==> config.mk <==
export PLATFORM = sky130hd
export DESIGN_NAME = pc_gen_unit
export DESIGN_NICKNAME = d
export VERILOG_FILES = /design/src/rtl/pc_gen_unit_pkg.sv /design/src/rtl/pc_redirect_arb.sv /design/src/rtl/pc_gen_unit.sv
export SDC_FILE = /design/constraint.sdc
export NUM_CORES = 1
export LEC_CHECK = 0
export CAP_MARGIN = 30
export CORE_ASPECT_RATIO = 0.5
export CORE_UTILIZATION = 38
export CTS_BUF_LIST = sky130_fd_sc_hd__clkbuf_8 sky130_fd_sc_hd__clkbuf_16
export CTS_CLUSTER_SIZE = 20
export DETAILED_ROUTE_END_ITERATION = 16
export MAX_ROUTING_LAYER = met4
export PLACE_DENSITY_LB_ADDON = 0.2
export RECOVER_POWER = 100
export SETUP_SLACK_MARGIN = 0.5
export SYNTH_ARGS = -nofsm -noshare
export SYNTH_HDL_FRONTEND = slang
export SYNTH_SLANG_ARGS = --single-unit
==> constraint.sdc <==
create_clock -name clk_in -period 3.1 [get_ports clk_in]
set_clock_uncertainty 0.05 [all_clocks]
set_input_delay 0.465 -clock clk_in [delete_from_list [all_inputs] [get_ports clk_in]]
set_output_delay 0.465 -clock clk_in [all_outputs]
set_load 0.02 [all_outputs]
==> src/rtl/pc_gen_unit_pkg.sv <==
// Shared types and constants for the PC generation unit.
// Holds the FSM state encoding, the redirect-source encoding, the default
// boot/trap addresses, and a small alignment helper.
package pc_gen_unit_pkg;

    // Default addresses; the top module widens them to XLEN.
    localparam logic [31:0] DEFAULT_BOOT_ADDR = 32'h0000_0000;
    localparam logic [31:0] DEFAULT_TRAP_VEC  = 32'h0000_0100;

    // Control FSM: idle BOOT window after reset, then normal fetch.
    typedef enum logic [0:0] {
        ST_BOOT = 1'b0,
        ST_RUN  = 1'b1
    } pc_state_e;

    // Redirect source chosen by the arbiter, lowest to highest priority.
    typedef enum logic [2:0] {
        RD_NONE   = 3'd0,
        RD_BRANCH = 3'd1,
        RD_JUMP   = 3'd2,
        RD_MRET   = 3'd3,
        RD_TRAP   = 3'd4
    } redirect_src_e;

    // A fetch target is word aligned when its two low bits are clear.
    function automatic logic is_misaligned(input logic [1:0] low_bits);
        return low_bits != 2'b00;
    endfunction

endpackage : pc_gen_unit_pkg

==> src/rtl/pc_redirect_arb.sv <==
// Combinational redirect arbiter for the PC generation unit.
// Picks the single highest-priority redirect (trap > mret > jump > branch)
// and its raw target; lower-priority requests in the same cycle are dropped.
module pc_redirect_arb
    import pc_gen_unit_pkg::*;
#(
    parameter int               XLEN     = 32,
    parameter logic [XLEN-1:0]  TRAP_VEC = XLEN'(DEFAULT_TRAP_VEC)
) (
    input  logic            branch_req,
    input  logic [XLEN-1:0] branch_tgt,
    input  logic            jump_req,
    input  logic [XLEN-1:0] jump_tgt,
    input  logic            trap_req,
    input  logic            mret_req,
    input  logic [XLEN-1:0] epc,
    output redirect_src_e   src,
    output logic [XLEN-1:0] tgt
);

    // Fixed-priority select of the winning redirect source and its target.
    always_comb begin
        // NOTE: every output gets a default first so no path can infer a latch.
        src = RD_NONE;
        tgt = '0;
        if (trap_req) begin
            src = RD_TRAP;
            tgt = TRAP_VEC;
        end else if (mret_req) begin
            src = RD_MRET;
            tgt = epc;
        end else if (jump_req) begin
            src = RD_JUMP;
            tgt = jump_tgt;
        end else if (branch_req) begin
            src = RD_BRANCH;
            tgt = branch_tgt;
        end
    end

endmodule : pc_redirect_arb

==> src/rtl/pc_gen_unit.sv <==
// PC generation unit: boot sequencing, fetch handshake and redirect handling.
// After reset the unit idles for BOOT_CYCLES clocks at BOOT_ADDR, then issues
// sequential fetch PCs, advancing only when the fetch stage accepts.
// Optional macro PC_MISALIGN_CHK_EN: misaligned mret/jump/branch targets are
// diverted to TRAP_VEC and reported on misalign_out/bad_addr_out; without it
// the low two target bits are simply cleared.
module pc_gen_unit
    import pc_gen_unit_pkg::*;
#(
    parameter int               XLEN        = 32,
    parameter logic [XLEN-1:0]  BOOT_ADDR   = XLEN'(DEFAULT_BOOT_ADDR),
    parameter logic [XLEN-1:0]  TRAP_VEC    = XLEN'(DEFAULT_TRAP_VEC),
    parameter int               BOOT_CYCLES = 2
) (
    input  logic            clk_in,
    input  logic            rst_in,
    input  logic            fetch_ready_in,
    input  logic            branch_taken_in,
    input  logic [XLEN-1:0] branch_tgt_in,
    input  logic            jump_in,
    input  logic [XLEN-1:0] jump_tgt_in,
    input  logic            trap_in,
    input  logic            mret_in,
    input  logic [XLEN-1:0] epc_in,
    output logic [XLEN-1:0] pc_out,
    output logic            pc_valid_out,
    output logic [XLEN-1:0] pc_plus_4_out,
    output logic            misalign_out,
    output logic [XLEN-1:0] bad_addr_out
);

    // Boot counter sized to hold 0..BOOT_CYCLES-1 (at least one bit).
    localparam int              CNT_W    = (BOOT_CYCLES > 1) ? $clog2(BOOT_CYCLES) : 1;
    localparam logic [CNT_W-1:0] CNT_LAST = CNT_W'((BOOT_CYCLES > 0) ? BOOT_CYCLES - 1 : 0);
    localparam logic [XLEN-1:0] PC_STEP  = XLEN'(4);

    pc_state_e        state;
    pc_state_e        state_next;
    logic [CNT_W-1:0] boot_cnt;
    logic [CNT_W-1:0] boot_cnt_next;
    logic [XLEN-1:0]  pc;
    logic [XLEN-1:0]  pc_next;
    redirect_src_e    rd_src;
    logic [XLEN-1:0]  rd_tgt;
    logic             run;

    pc_redirect_arb #(
        .XLEN     (XLEN),
        .TRAP_VEC (TRAP_VEC)
    ) u_arb (
        .branch_req (branch_taken_in),
        .branch_tgt (branch_tgt_in),
        .jump_req   (jump_in),
        .jump_tgt   (jump_tgt_in),
        .trap_req   (trap_in),
        .mret_req   (mret_in),
        .epc        (epc_in),
        .src        (rd_src),
        .tgt        (rd_tgt)
    );

    assign run = (state == ST_RUN);

    // FSM state and boot counter registers.
    always_ff @(posedge clk_in or negedge rst_in) begin
        // NOTE: state is reset here; non-blocking assignments keep all flops sampling pre-edge values.
        if (!rst_in) begin
            state    <= ST_BOOT;
            boot_cnt <= '0;
        end else begin
            state    <= state_next;
            boot_cnt <= boot_cnt_next;
        end
    end

    // Next-state logic: count out the boot window, then stay in RUN.
    always_comb begin
        state_next    = state;
        boot_cnt_next = boot_cnt;
        case (state)
            ST_BOOT: begin
                if (BOOT_CYCLES == 0 || boot_cnt == CNT_LAST) begin
                    state_next    = ST_RUN;
                    boot_cnt_next = '0;
                end else begin
                    boot_cnt_next = boot_cnt + CNT_W'(1);
                end
            end
            ST_RUN:  state_next = ST_RUN;
            default: state_next = ST_BOOT;
        endcase
    end

`ifdef PC_MISALIGN_CHK_EN
    logic            chk_hit;
    logic            misalign;
    logic [XLEN-1:0] bad_addr;

    // Checked redirects: only non-trap sources are subject to the alignment test.
    always_comb begin
        chk_hit = run && (rd_src != RD_NONE) && (rd_src != RD_TRAP)
                  && is_misaligned(rd_tgt[1:0]);
        pc_next = pc;
        if (run) begin
            if (chk_hit) begin
                pc_next = TRAP_VEC;
            end else if (rd_src != RD_NONE) begin
                pc_next = rd_tgt;
            end else if (fetch_ready_in) begin
                pc_next = pc + PC_STEP;
            end
        end
    end

    // One-cycle misalign pulse and sticky capture of the offending target.
    always_ff @(posedge clk_in or negedge rst_in) begin
        if (!rst_in) begin
            misalign <= 1'b0;
            bad_addr <= '0;
        end else begin
            misalign <= chk_hit;
            if (chk_hit) begin
                bad_addr <= rd_tgt;
            end
        end
    end

    assign misalign_out = misalign;
    assign bad_addr_out = bad_addr;
`else
    localparam logic [XLEN-1:0] ALIGN_MASK = ~XLEN'(3);

    // Unchecked redirects: the low two target bits are cleared.
    always_comb begin
        pc_next = pc;
        if (run) begin
            if (rd_src != RD_NONE) begin
                pc_next = rd_tgt & ALIGN_MASK;
            end else if (fetch_ready_in) begin
                pc_next = pc + PC_STEP;
            end
        end
    end

    assign misalign_out = 1'b0;
    assign bad_addr_out = '0;
`endif

    // Fetch PC register; held at BOOT_ADDR throughout BOOT.
    always_ff @(posedge clk_in or negedge rst_in) begin
        if (!rst_in) begin
            pc <= BOOT_ADDR;
        end else begin
            pc <= pc_next;
        end
    end

    assign pc_out        = pc;
    assign pc_valid_out  = run;
    assign pc_plus_4_out = pc + PC_STEP;

endmodule : pc_gen_unit

# Word-level counts from Yosys, hierarchy flattened
# Cells that the tools add are included.
# op_classes
n_div	0
eq_ne	0
n_addsub	2
order_cmp	0
reduce_logical	3
multipliers	0
muxes	13
n_shift	0
n_bitwise	1
# ops
cell	n
$mux W32	6
$add A32 B3 Y32 const B	1
$mux W3	3
$mux W1	3
$reduce_bool A3 Y1	1
$pmux W1 S2	1
$reduce_and A2 Y1	1
$reduce_bool A2 Y1	1
$add A1 B1 Y1 const B	1
$not A1 Y1	1
# totals
mem_bits_rw	0
inputBits	103
out_inout_bits	98
rom_bits	0
regBits	34
elab_cells	22
memories	0
latch_bits	0

# Logic depth before layout (Yosys ltp)
# Gate-level depths: netlist (run 1).
# logic_depth
depth_word	7
ltp_mapped	8

# By module
# Synthesis (run 1) repeated with hierarchy kept, for this count alone.
# unflattened
cells_unflattened	505
area_unflattened_um2	3986.3
# modules_own_cells
mod	seq_area_each_um2	n_inst	area_each_um2	cells_each
pc_gen_unit	800.8	1	2812.7	349
pc_redirect_arb	0.0	1	1173.6	156

# Worst setup path before layout (run 1)
# Ideal clock, no wire load.
# synth_timing
kind	reg-to-output
start	register pc[3] (netlist: pc_out[3])
end	output pc_plus_4_out[22]
stages_incl_launch_ff	6
required_time_ns	2.585
arrival_time_ns	2.129
slack_ns	0.456
path_buffers	0
path_cell_list	dfrtp_1 -> ha_1 -> nand3_1 -> nor4_4 -> or3b_4 -> xnor2_1
# synth_via
elab_chain_len	1
# synth_rtl
item	line	text
start, declared	pc_gen_unit.sv:41	logic [XLEN-1:0] pc;
start signal, assigned	pc_gen_unit.sv:154	pc <= pc_next;
$add A32 B3 Y32	pc_gen_unit.sv:160	assign pc_plus_4_out = pc + PC_STEP;
end, declared	pc_gen_unit.sv:27	output logic [XLEN-1:0] pc_plus_4_out,
# Every way passes these cells.

# Worst setup path after layout (run 1)
# layout_timing
start	input branch_taken_in
end	register pc[14] (netlist: pc_out[14])
# layout_via
elab_chain_len	7
# layout_rtl
item	line	text
start, declared	pc_gen_unit.sv:18	input logic branch_taken_in,
$mux W1	pc_redirect_arb.sv:35	end else if (branch_req) begin
$mux W3	pc_redirect_arb.sv:32	end else if (jump_req) begin
$mux W3	pc_redirect_arb.sv:29	end else if (mret_req) begin
$mux W3	pc_redirect_arb.sv:26	if (trap_req) begin
$reduce_bool A3 Y1	pc_gen_unit.sv:137	if (rd_src != RD_NONE) begin
$reduce_bool A2 Y1 (no line)	-	
$reduce_and A2 Y1 (no line)	-	
# Several ways; a longest one is shown, not always the timed one.
# A chain may end at the register's enable or synchronous reset.

==> impl_metrics.json, run 1 <==
{
  "grt_pass1_vias": 3306,
  "timing.rr.end": "pc_out[28]$_DFFE_PN0P_",
  "criticalPathCategory": "input pin to flop",
  "post-route-util_pct": 62.27,
  "initial_core_util_pct": 39.87,
  "dieArea_um2": 8940,
  "yosys.area_share.adder_pct": 0.3854,
  "die_y_um": 67.36,
  "cts_made_buffers": 5,
  "synth_top_family_by_area": "compound AO/OA/AOI/OAI gates",
  "synth_edf_count": 0,
  "synth-simple-area-share_pct": 25.01,
  "slowest_stage": "or4_1",
  "tightest_slew_ns": 1.907,
  "syn_area_per_cell_um2": 7.749,
  "fin_tns_setup_ns": 0,
  "ys_seq_elements": 32,
  "r2r_setup_slack_ns": 0.80,
  "power_density_nw_per_um2": 314.5,
  "leakage_nw": 2.165,
  "reg2regPathDepth": 8,
  "finalSetupViolations": 0,
  "synthArstFlopShare_pct": 100.0,
  "drtPass1Iterations": 4,
  "slew_headroom_pct": -27.13,
  "synthMuxAreaShare_pct": 0.3083,
  "synth_area_leaders": "dfrtp_1, buf_4, a22oi_1",
  "path_cells": "dlygate4sd3_1, or4_1, o21a_1, clkbuf_1, nand3_1, a2bb2oi_1, o21ai_0",
  "syn-instance-count": 419,
  "diodes": 0,
  "ys_warn_count": 0,
  "critPathMaxStageDelay_ns": 0.70,
  "fill_cells": 791,
  "slew_violations": 33,
  "cap_violations": 1,
  "clkSinkCount": 32,
  "hpwl_um": 8697,
  "vias": 3857,
  "startpoint_type": "input pin",
  "synth_largest_area_cell": "dfrtp_1",
  "stdcell_count": 707,
  "cts_max_level": 2,
  "synth-xor-area-share_pct": 7.823,
  "finalPower_mw": 1.595,
  "layout-drive-gt1-share_pct": 13.95,
  "regArea_um2": 807.0,
  "area_delta_synth_final_pct": 56.18,
  "via_per_inst": 5.455,
  "ys_seq_area_share_pct": 24.66,
  "synth-compound-area-share_pct": 25.13,
  "synth_flop_cell": "dfrtp_1",
  "wire_per_inst_um": 16.65,
  "core_area_um2": 8144,
  "clk_latency_ns": 0.28,
  "multi_input_area_um2": 2090,
  "nNetsFinal": 698,
  "status": "finished with violations",
  "ir_drop_uv": 235.4,
  "wl_um": 11770,
  "min_period_ns": 2.719,
  "grt_max_degree": 61,
  "synth_top_area_share_pct": 24.66,
  "hold_viol_final": 0,
  "cts_tree": "done",
  "crit_arrival_ns": 2.82,
  "ys_top_cells_by_count": "nand2_1, buf_4, o21ai_0",
  "yosysMostFrequentCell": "nand2_1",
  "min_to": "boot_cnt$_DFFE_PN0N_",
  "row_count": 23,
  "drc": 0,
  "antenna_found_initial": 0,
  "hold_depth": 1,
  "cts_root_buf": "clkbuf_16",
  "hp-start": "boot_cnt$_DFFE_PN0N_",
  "io_buffers": 157,
  "netlist_area_um2": 3247,
  "drtIter0Drc": 263,
  "finalWorstSetupSlack_ns": 0.3808,
  "dp_cells": 679,
  "io_pins": 201,
  "final_antenna_net_count": 0,
  "placed_area_um2": 4853,
  "synth_cell_types": 55,
  "fin_hold_ws_ns": 0.4127,
  "die_w_um": 132.7,
  "hp-class": "flop to flop",
  "r2r_start": "pc_out[12]$_DFFE_PN0P_",
  "grt_pass1_wl_um": 17680,
  "clk_pin_slew_worst_paths_ns": 0.06,
  "fmax_ghz": 0.3678,
  "overflow": 0,
  "rsz0062_at_grt": "yes",
  "gp_congestion": 0.8827,
  "violations": "capacitance limit, slew limit",
  "dpl_worst_slack_ns": 0.1796,
  "clockBufferDepth": 2,
  "worstPathRequired_ns": 3.20,
  "grtUsageTotal_pct": 26.44,
  "min_period_over_period_pct": 87.72,
  "cp-end-kind": "flop",
  "cp_max_fo": 12,
  "final_area_um2": 5071
}
[how the worst max path moves through the flow]
stage                                start                endpoint  slack, ns  cells past startpoint
finish                     branch_taken_in  pc_out[14]$_DFFE_PN0P_       0.38                      7
global route                        rst_in   pc_out[5]$_DFFE_PN0P_       0.25                      2
CTS                  pc_out[2]$_DFFE_PN0P_       pc_plus_4_out[22]       0.39                      6
detailed placement   pc_out[6]$_DFFE_PN0P_       pc_plus_4_out[29]       0.18                      6
global placement    pc_out[10]$_DFFE_PN0P_       pc_plus_4_out[25]       0.21                      5
floorplan            pc_out[7]$_DFFE_PN0P_       pc_plus_4_out[25]       0.54                      5
[critical path: cells and delay by family]
kind,cells,cell delay [ns]
and+or+nand+nor,2,0.89
buffers and inverters,2,0.90
AOI/OAI and AO/OA,3,0.56
[registers in the layout, summed over array words and instances (netlist names)]
| signal | cells |
|---|---|
| pc_out | 30 |
| pc_valid_out | 1 |
| boot_cnt | 1 |
[where the power goes]
group	internal, mW	total, mW	switching (mW)
Clock	0.317	0.508	0.192
Sequential	0.450	0.501	0.0514
Combinational	0.276	0.585	0.309
Total	1.04	1.59	0.552
[layout make-up]
type | instances | share of cell area (%)
repair buffers | 204 | 36.22
inverters | 13 | 0.9623
well taps | 112 | 2.763
flip-flops and latches | 32 | 15.91
multi-input cells | 338 | 41.20
clock buffers | 6 | 2.739
clock inverters | 2 | 0.1974
[cell usage in the layout (no fill, tap or decap), types with 3 or more instances in the layout]
| cell | count |
|---|---|
| a31oi_1 | 4 |
| nor2b_1 | 5 |
| clkdlybuf4s50_1 | 94 |
| a221oi_1 | 11 |
| o21ai_0 | 37 |
| nor3_1 | 8 |
| dlygate4sd3_1 | 36 |
| xor2_1 | 8 |
| inv_1 | 13 |
| or4_1 | 3 |
| or3_1 | 7 |
| o211ai_1 | 6 |
| buf_4 | 39 |
| clkbuf_1 | 16 |
| a2111oi_0 | 3 |
| conb_1 | 37 |
| nor2_1 | 20 |
| clkbuf_16 | 5 |
| xnor2_1 | 19 |
| nand2_1 | 47 |
| dlygate4sd2_1 | 7 |
| nand4_1 | 11 |
| and3_1 | 5 |
| dfrtp_1 | 27 |
| nand3_1 | 19 |
| a22oi_1 | 26 |
| a21oi_1 | 17 |
| clkdlybuf4s15_2 | 3 |
| nor4_4 | 4 |
| buf_2 | 4 |
| o311ai_0 | 3 |
| dfrtp_2 | 5 |
| nor4_1 | 5 |
[kinds of logic after synthesis]
group                      after synthesis
muxes                                    1
buffers and inverters                   85
AOI/OAI and AO/OA                      122
and+or+nand+nor                        148
other                                    1
adders and majority gates                1
DFF                                     32
xor gates and xnor gates                29
[what timing repair did]
item	in CTS	in global routing
pin swaps	3	10
gates resized for setup	63	33
hold buffers	0	0
buffers inserted	7	13
endpoints found under the setup margin	25	32
[per-layer routing]
layer | routed length (µm) | vias up | share of wire (%) | global-route usage, %
met4 | 202 | 0 | 1.7 | 7.328
met2 | 5286 | 184 | 45 | 41.78
li1 | - | 1809 | - | -
met1 | 5350 | 1846 | 45 | 35.26
met5 | 0 | - | 0 | -
met3 | 934 | 18 | 7.9 | 4.354
Power figures use the tool's default switching activity.
==> inputs of run 2 (changes only) <==
--- a/config.mk
+++ b/config.mk
@@ -18,3 +18,4 @@
 export SYNTH_ARGS = -nofsm -noshare
 export SYNTH_HDL_FRONTEND = slang
 export SYNTH_SLANG_ARGS = --single-unit
+export TNS_END_PERCENT = 100
==> constraint.sdc (replaced) <==
create_clock -name clk_in -period 2.69 [get_ports clk_in]
set_clock_uncertainty 0.05 [all_clocks]
set_input_delay 0.4035 -clock clk_in [delete_from_list [all_inputs] [get_ports clk_in]]
set_output_delay 0.4035 -clock clk_in [all_outputs]
set_load 0.02 [all_outputs]
==> run 2 against run 1 <==
Effect of this change: the flow now finishes without violations; final cell count grew 6.8%; via count grew 5.7%; cell area grew 14%; non-clock buffer count grew 48; highest routed layer unchanged; first-iteration DRC count grew 54%; largest power group unchanged; setup slack lost 0.23 ns; total power grew 20%; flip-flop and latch count is the same; hold slack gained 0.010 ns.
==> impl_metrics.json, run 2 (synthesis results as in run 1) <==
{
  "slowest_stage": "dfrtp_2",
  "antenna_found_initial": 0,
  "cp-end-kind": "primary output",
  "overflow": 0,
  "hold_viol_final": 0,
  "hold_depth": 1,
  "tightest_slew_ns": 0.7375,
  "grt_pass1_wl_um": 18660,
  "criticalPathCategory": "flop to primary output",
  "initial_core_util_pct": 39.87,
  "hp-class": "flop to flop",
  "die_y_um": 67.36,
  "timing.rr.end": "pc_out[14]$_DFFE_PN0P_",
  "cts_made_buffers": 5,
  "core_area_um2": 8144,
  "fmax_ghz": 0.3932,
  "layout_common_cells": "clkdlybuf4s50_1, buf_4, nand2_1",
  "diodes": 0,
  "die_w_um": 132.7,
  "dp_cells": 711,
  "placed_area_um2": 5205,
  "crit_arrival_ns": 2.09,
  "worstSetupStartpoint": "pc_out[6]$_DFFE_PN0P_",
  "critPathMaxStageDelay_ns": 0.38,
  "path_buf_inv": 5,
  "grt_pass1_vias": 3490,
  "layout-drive-gt1-share_pct": 27.37,
  "fin_hold_ws_ns": 0.4232,
  "drtPass1Iterations": 5,
  "final_area_um2": 5767,
  "finalPower_mw": 1.910,
  "gp_congestion": 0.9092,
  "worstPathRequired_ns": 2.24,
  "drtIter0Drc": 404,
  "power_density_nw_per_um2": 331.1,
  "finalSetupViolations": 0,
  "startpoint_type": "flop",
  "crit_top_cell": "buf_6",
  "largest_reg_flops": 30,
  "via_per_inst": 5.399,
  "ir_drop_uv": 270.8,
  "vias": 4076,
  "cts_max_level": 2,
  "clk_latency_ns": 0.28,
  "row_count": 23,
  "status": "finished clean",
  "r2r_start": "pc_out[3]$_DFFE_PN0P_",
  "drc": 0,
  "reg2regPathDepth": 12,
  "io_pins": 201,
  "clkSinkCount": 32,
  "wl_um": 13120,
  "hp-start": "boot_cnt$_DFFE_PN0N_",
  "min_to": "boot_cnt$_DFFE_PN0N_",
  "grt_max_degree": 38,
  "rsz0062_at_grt": "yes",
  "leakage_nw": 2.654,
  "cap_violations": 0,
  "slew_headroom_pct": 50.84,
  "path_cells": "nand3_4, buf_6, buf_6, buf_12, nor4_4, buf_4, nand2_4, xnor2_2, clkbuf_1",
  "mostFrequentLayoutCell": "clkdlybuf4s50_1",
  "final_antenna_net_count": 0,
  "clk_pin_slew_worst_paths_ns": 0.05,
  "slew_violations": 0,
  "clockBufferDepth": 2,
  "cp_max_fo": 7,
  "critPathTopFamily": "buffers and inverters",
  "cts_tree": "done",
  "wire_per_inst_um": 17.38,
  "dieArea_um2": 8940,
  "min_period_ns": 2.543,
  "nNetsFinal": 746,
  "min_period_over_period_pct": 94.54,
  "area_delta_synth_final_pct": 77.61,
  "hpwl_um": 9401,
  "stdcell_count": 755,
  "grtUsageTotal_pct": 28.12,
  "r2r_setup_slack_ns": 0.35,
  "io_buffers": 157,
  "cts_root_buf": "clkbuf_16"
}
-- run 2: per-stage QoR --
stage	setup TNS, ns	setup slack (ns)	util [%]
2_1_floorplan	0	0.3720	-
3_3_place_gp	-0.005252	-0.005252	63.91
3_5_place_dp	-0.09106	-0.03615	63.91
4_1_cts	0	0.2418	67.78
5_1_grt	0	0.09090	70.81
6_report	0	0.1470	70.81
-- run 2: repair_timing --
action | CTS | global route
buffers inserted | 17 | 18
cloned | 0 | 1
setup endpoints to repair | 40 | 38
pin swaps | 18 | 29
hold buffers | 0 | 0
resized for setup | 145 | 58
-- run 2: layer usage --
layer,part of all wire [%],vias to the layer above,global-route usage [%]
met3,9.3,39,5.856
met2,46,213,44.87
met4,2.1,0,5.603
met1,42,1919,37.23
li1,-,1905,-
met5,0,-,-
-- run 2: cell type report --
type	count	area (µm²)
fillers	670	2377
multi-input cells	338	2346
repair buffers	252	2271
flip-flops and latches	32	814.5
well taps	112	140.1
clock buffers	6	138.9
inverters	13	48.80
clock inverters	2	7.507
-- run 2: report_power, final --
part	internal, mW	total (mW)	switching, mW
sequential	0.520	0.565	0.0447
clock	0.362	0.580	0.218
combinational	0.368	0.765	0.397
-- run 2: how the worst max path moves through the flow --
stage,endpoint,slack (ns),depth (start not counted)
floorplan,pc_plus_4_out[22],0.37,5
global route,pc_plus_4_out[21],0.09,7
global placement,pc_plus_4_out[31],-0.005,6
detailed placement,pc_plus_4_out[31],-0.04,6
CTS,pc_plus_4_out[29],0.24,7
finish,pc_plus_4_out[27],0.15,9
